<file path="src/rtl/axis_pkg.sv">
// ---------------------------------------------------------------------------
// axis_pkg
//   Shared AXI4-Stream definitions for the streaming datapath blocks.
//   - AXIS_DATA_WIDTH : default tdata width, in bits
//   - axis_beat_t     : one stream beat (data + end-of-packet marker) at the
//                       default width
//   - slice_state_t   : occupancy state of a single-entry register slice
//   - axis_beat_make  : helper that packs tdata/tlast into an axis_beat_t
// ---------------------------------------------------------------------------
package axis_pkg;

    localparam int AXIS_DATA_WIDTH = 8;

    typedef struct packed {
        logic [AXIS_DATA_WIDTH-1:0] data;
        logic                       last;
    } axis_beat_t;

    // EMPTY means no beat is held (m_axis_tvalid=0); FULL means one beat is
    // waiting for the downstream handshake.
    typedef enum logic {
        SLICE_EMPTY = 1'b0,
        SLICE_FULL  = 1'b1
    } slice_state_t;

    function automatic axis_beat_t axis_beat_make(
        input logic [AXIS_DATA_WIDTH-1:0] data,
        input logic                       last
    );
        axis_beat_t beat;
        beat.data = data;
        beat.last = last;
        return beat;
    endfunction

endpackage : axis_pkg

</file>
<file path="src/rtl/axi_register.sv">
// ---------------------------------------------------------------------------
// axi_register
//   Single-entry AXI4-Stream register slice. Adds one pipeline stage between
//   an upstream AXIS master and a downstream AXIS slave, registering
//   tvalid/tdata/tlast to break timing paths. Sustains one beat per cycle
//   when the downstream side is always ready.
//
// Parameters
//   DATA_WIDTH     width of s_axis_tdata / m_axis_tdata
//
// Ports
//   aclk           clock, all state updates on the rising edge
//   aresetn        asynchronous reset, ACTIVE-HIGH despite its name
//   s_axis_tdata   upstream data
//   s_axis_tvalid  upstream beat valid
//   s_axis_tlast   upstream end-of-packet marker
//   s_axis_tready  slice can accept a beat this cycle (combinational)
//   m_axis_tdata   stored data
//   m_axis_tvalid  stored beat present
//   m_axis_tlast   stored end-of-packet marker
//   m_axis_tready  downstream accepts the stored beat
// ---------------------------------------------------------------------------
module axi_register
    import axis_pkg::*;
#(
    parameter int DATA_WIDTH = AXIS_DATA_WIDTH
) (
    input  logic                  aclk,
    input  logic                  aresetn,
    input  logic [DATA_WIDTH-1:0] s_axis_tdata,
    input  logic                  s_axis_tvalid,
    input  logic                  s_axis_tlast,
    output logic                  s_axis_tready,
    output logic [DATA_WIDTH-1:0] m_axis_tdata,
    output logic                  m_axis_tvalid,
    output logic                  m_axis_tlast,
    input  logic                  m_axis_tready
);

    // Beat storage sized by this instance's DATA_WIDTH (the package typedef
    // is fixed at the default width).
    typedef struct packed {
        logic [DATA_WIDTH-1:0] data;
        logic                  last;
    } beat_t;

    slice_state_t state_q;
    slice_state_t state_d;
    beat_t        beat_q;

    logic wr_en;
    logic rd_en;

    // Ready looks through to the downstream ready so a full slice can be
    // drained and reloaded in the same cycle, giving full throughput.
    assign s_axis_tready = (state_q == SLICE_EMPTY) | m_axis_tready;

    assign wr_en = s_axis_tvalid & s_axis_tready;
    assign rd_en = m_axis_tvalid & m_axis_tready;

    // ---- occupancy state register ----
    always_ff @(posedge aclk or posedge aresetn) begin
        if (aresetn) begin
            state_q <= SLICE_EMPTY;
        end else begin
            state_q <= state_d;
        end
    end

    // ---- next-state logic ----
    always_comb begin
        state_d = state_q;
        case (state_q)
            SLICE_EMPTY: begin
                if (wr_en) begin
                    state_d = SLICE_FULL;
                end
            end
            SLICE_FULL: begin
                // A simultaneous read and write reloads and stays FULL.
                if (rd_en && !wr_en) begin
                    state_d = SLICE_EMPTY;
                end
            end
            default: begin
                state_d = SLICE_EMPTY;
            end
        endcase
    end

    // ---- beat storage ----
    // Loads only on an input handshake; holds its value after a read since
    // the contents are don't-care while m_axis_tvalid is low.
    always_ff @(posedge aclk or posedge aresetn) begin
        if (aresetn) begin
            beat_q <= '0;
        end else if (wr_en) begin
            beat_q.data <= s_axis_tdata;
            beat_q.last <= s_axis_tlast;
        end
    end

    assign m_axis_tvalid = (state_q == SLICE_FULL);
    assign m_axis_tdata  = beat_q.data;
    assign m_axis_tlast  = beat_q.last;

endmodule : axi_register

</file>
<file path="config.mk">
export PLATFORM = sky130hd
export DESIGN_NAME = axi_register
export DESIGN_NICKNAME = d
export VERILOG_FILES = /design/src/rtl/axis_pkg.sv /design/src/rtl/axi_register.sv
export SDC_FILE = /design/constraint.sdc
export NUM_CORES = 1
export LEC_CHECK = 0
export CAP_MARGIN = 30
export CORE_AREA = 2 2 39 41
export DETAILED_ROUTE_END_ITERATION = 7
export DIE_AREA = 0 0 41 43
export GPL_TIMING_DRIVEN = 0
export PLACE_DENSITY = 0.69
export SETUP_SLACK_MARGIN = 0.2
export SLEW_MARGIN = 15
export SYNTH_ARGS = -nofsm -noshare
export SYNTH_HDL_FRONTEND = slang
export SYNTH_SLANG_ARGS = --single-unit
export TNS_END_PERCENT = 100
</file>
<file path="constraint.sdc">
create_clock -name aclk -period 1.39 [get_ports aclk]
set_clock_uncertainty 0.05 [all_clocks]
set_input_delay 0.139 -clock aclk [delete_from_list [all_inputs] [get_ports aclk]]
set_output_delay 0.139 -clock aclk [all_outputs]
set_load 0.02 [all_outputs]
</file>
==> reports/summary.txt <==
Top Ports = 24
Fmax = 868.1 MHz
DR WL/cell = 11.23 um
CTS Hold Buffers Added = 0
Tmin final = 1.152 ns
Synth area leader = dfrtp_1
Avg Synthesized Cell Area = 18.66 sq um
Initial DRC Count = 0
CTS tree = yes
Worst setup SP type = flip-flop
Final period util = 82.88%
Layout cells sized above 1 = 34.00%
Synth Net Count = 36
Flops & latches, synth = 10
Initial antenna violation count = 0
GRT Util Overall = 10.66%
Starting Density = 31.01%
Grt total ovfl = 0
Max-cap violations = 0
TritonCTS buffer count = 3
Clock root buffer = clkbuf_4
Vias per inst = 4.242
Worst setup EP type = output pin
PwrDens = 1154 mW/mm^2
Setup TNS Final = 0 ns
Status = completed
HPWL after DPL = 567.7 um
First-pass GRT wire length = 1.193 mm
Die H = 43 um
Clock-pin slew on the worst setup and hold paths = 0.07 ns
Post-Syn Area = 429.2 sq um
Core Area = 0.001384 sq mm
Leak = 0.3311 nW
H-tree levels = 1
FILL cells = 126
Detailed Route WL = 741 um
Slew @ Worst Pin = 0.3747 ns
Slew Limit Fails = 0
Worst-Skew Late Latency = 0.26 ns
Crit path max fanout = 3
Register area share after synthesis = 58.31%
Largest net degree at the start of global routing = 11
Worst Hold Class = input port to async pin
Synth area leaders = dfrtp_1 58%, mux2_4 31%, nand2_8 4.7%
Clk buf depth = 2
Std-Cell Rows = 14
Layout area overhead = 60.64%
Fin Hold WS = 0.1065 ns
Residual DRC = 0
Max_slew headroom = 74.99%
Port Buf Inserts = 23
Area share of the largest cell type after synthesis = 58.31%
Via count of the first global-routing pass = 305
Final Hold Fails = 0
Finished Core Util = 49.82%
Worst r2r path cells = 3
First-pass DRT Iterations = 1
Final antenna diode count = 0
RSZ-0062 raised after global routing = true
Footprint of the multi-input gates = 175.2 sq um
Yosys warns = 0
Dpl cell area = 680.7 sq um
Gate Count Post-Synth = 23
Req. time, crit path = 1.20 ns
Yosys cell types = 6
Clk sinks = 10
Endpoints failing setup = 0
Die Area = 0.001763 sq mm
Critical path class = flip-flop to output pin
Final instance area = 689.4 sq um
Reg area = 251.5 sq um
Antenna Nets Post-Route = 0
Final #Nets = 64
Routability cong. = 0.5660
Vias = 280
Max VDD drop = 495.4 uV
CP arrival = 0.96 ns
Die W = 41 um
[cells by family after synthesis]
| family | count (synthesis) | synth area share [%] |
|---|---|---|
| flip-flops | 10 | 58.31 |
| AND/OR/NAND/NOR | 3 | 9.330 |
| multiplexers | 9 | 31.49 |
| buffers and inverters | 1 | 0.8738 |
[critical path, cell delays in order (launching register included)]
cell,delay [ns]
dfrtp_2,0.42
nand2b_4,0.11
clkbuf_2,0.18
[through the flow]
stage	setup slack, ns	power [mW]	cells
2_1_floorplan	0.2242	0.4976	23
3_3_place_gp	-0.1545	0.6261	62
3_5_place_dp	-0.1657	0.6293	62
4_1_cts	0.06271	0.8050	66
5_1_grt	0.1864	0.8421	66
6_report	0.2380	0.7956	66
[cells in the final DEF (no fill, tap or decap), drive strengths merged]
master / netlist / final
clkbuf: 0 / 6
inv: 1 / 1
nand2b: 2 / 2
mux2: 9 / 9
nand2: 1 / 1
dfrtp: 10 / 10
clkdlybuf4s50: 0 / 12
dlygate4sd2: 0 / 6
clkdlybuf4s15: 0 / 3
[cells in the mapped netlist (all sizes together)]
cell type and count:
nand2 1, dfrtp 10, inv 1, nand2b 2
mux2 9
[cell type report]
type,count,area share [%]
Clock buffer,4,3.811
Timing Repair Buffer,23,30.85
Multi-Input combinational cell,12,25.41
Tap cell,16,2.904
Inverter,1,0.5445
Sequential cell,10,36.48
[sequential cells by signal, indices dropped and copies added (netlist names)]
signal and flops:
m_axis_tdata 8, m_axis_tlast 1, m_axis_tvalid 1
[power by group]
group	internal [mW]	leakage (nW)	total, mW	switching [mW]
registers	0.332	0.115	0.354	0.0218
clock network	0.111	0.0150	0.204	0.0934
logic	0.133	0.201	0.238	0.105
total	0.576	0.331	0.796	0.220
[path summary, 6_finish.rpt]
path / startpoint / slack, ns / to
max in group asynchronous: aresetn / 0.89 / m_axis_tvalid
min: aresetn / 0.11 / m_axis_tdata[1]
min reg2reg: m_axis_tdata[3] / 0.45 / m_axis_tdata[3]
min in group aclk: s_axis_tdata[5] / 0.44 / m_axis_tdata[5]
max: m_axis_tvalid / 0.24 / s_axis_tready
max reg2reg: m_axis_tvalid / 0.27 / m_axis_tdata[7]
[what timing repair did]
| item | CTS | global route |
|---|---|---|
| buffers inserted | 0 | 0 |
| endpoints found under the setup margin | 11 | 5 |
| resized for setup | 12 | 6 |
[per-layer routing]
layer	global-route usage, %	wire [um]	up-vias
met5	0	0	-
met4	6.000	0	0
li1	-	-	134
met1	12.33	324	133
met3	5.236	69	0
met2	15.31	347	13
Note: power is estimated with default switching activity, not from simulation.
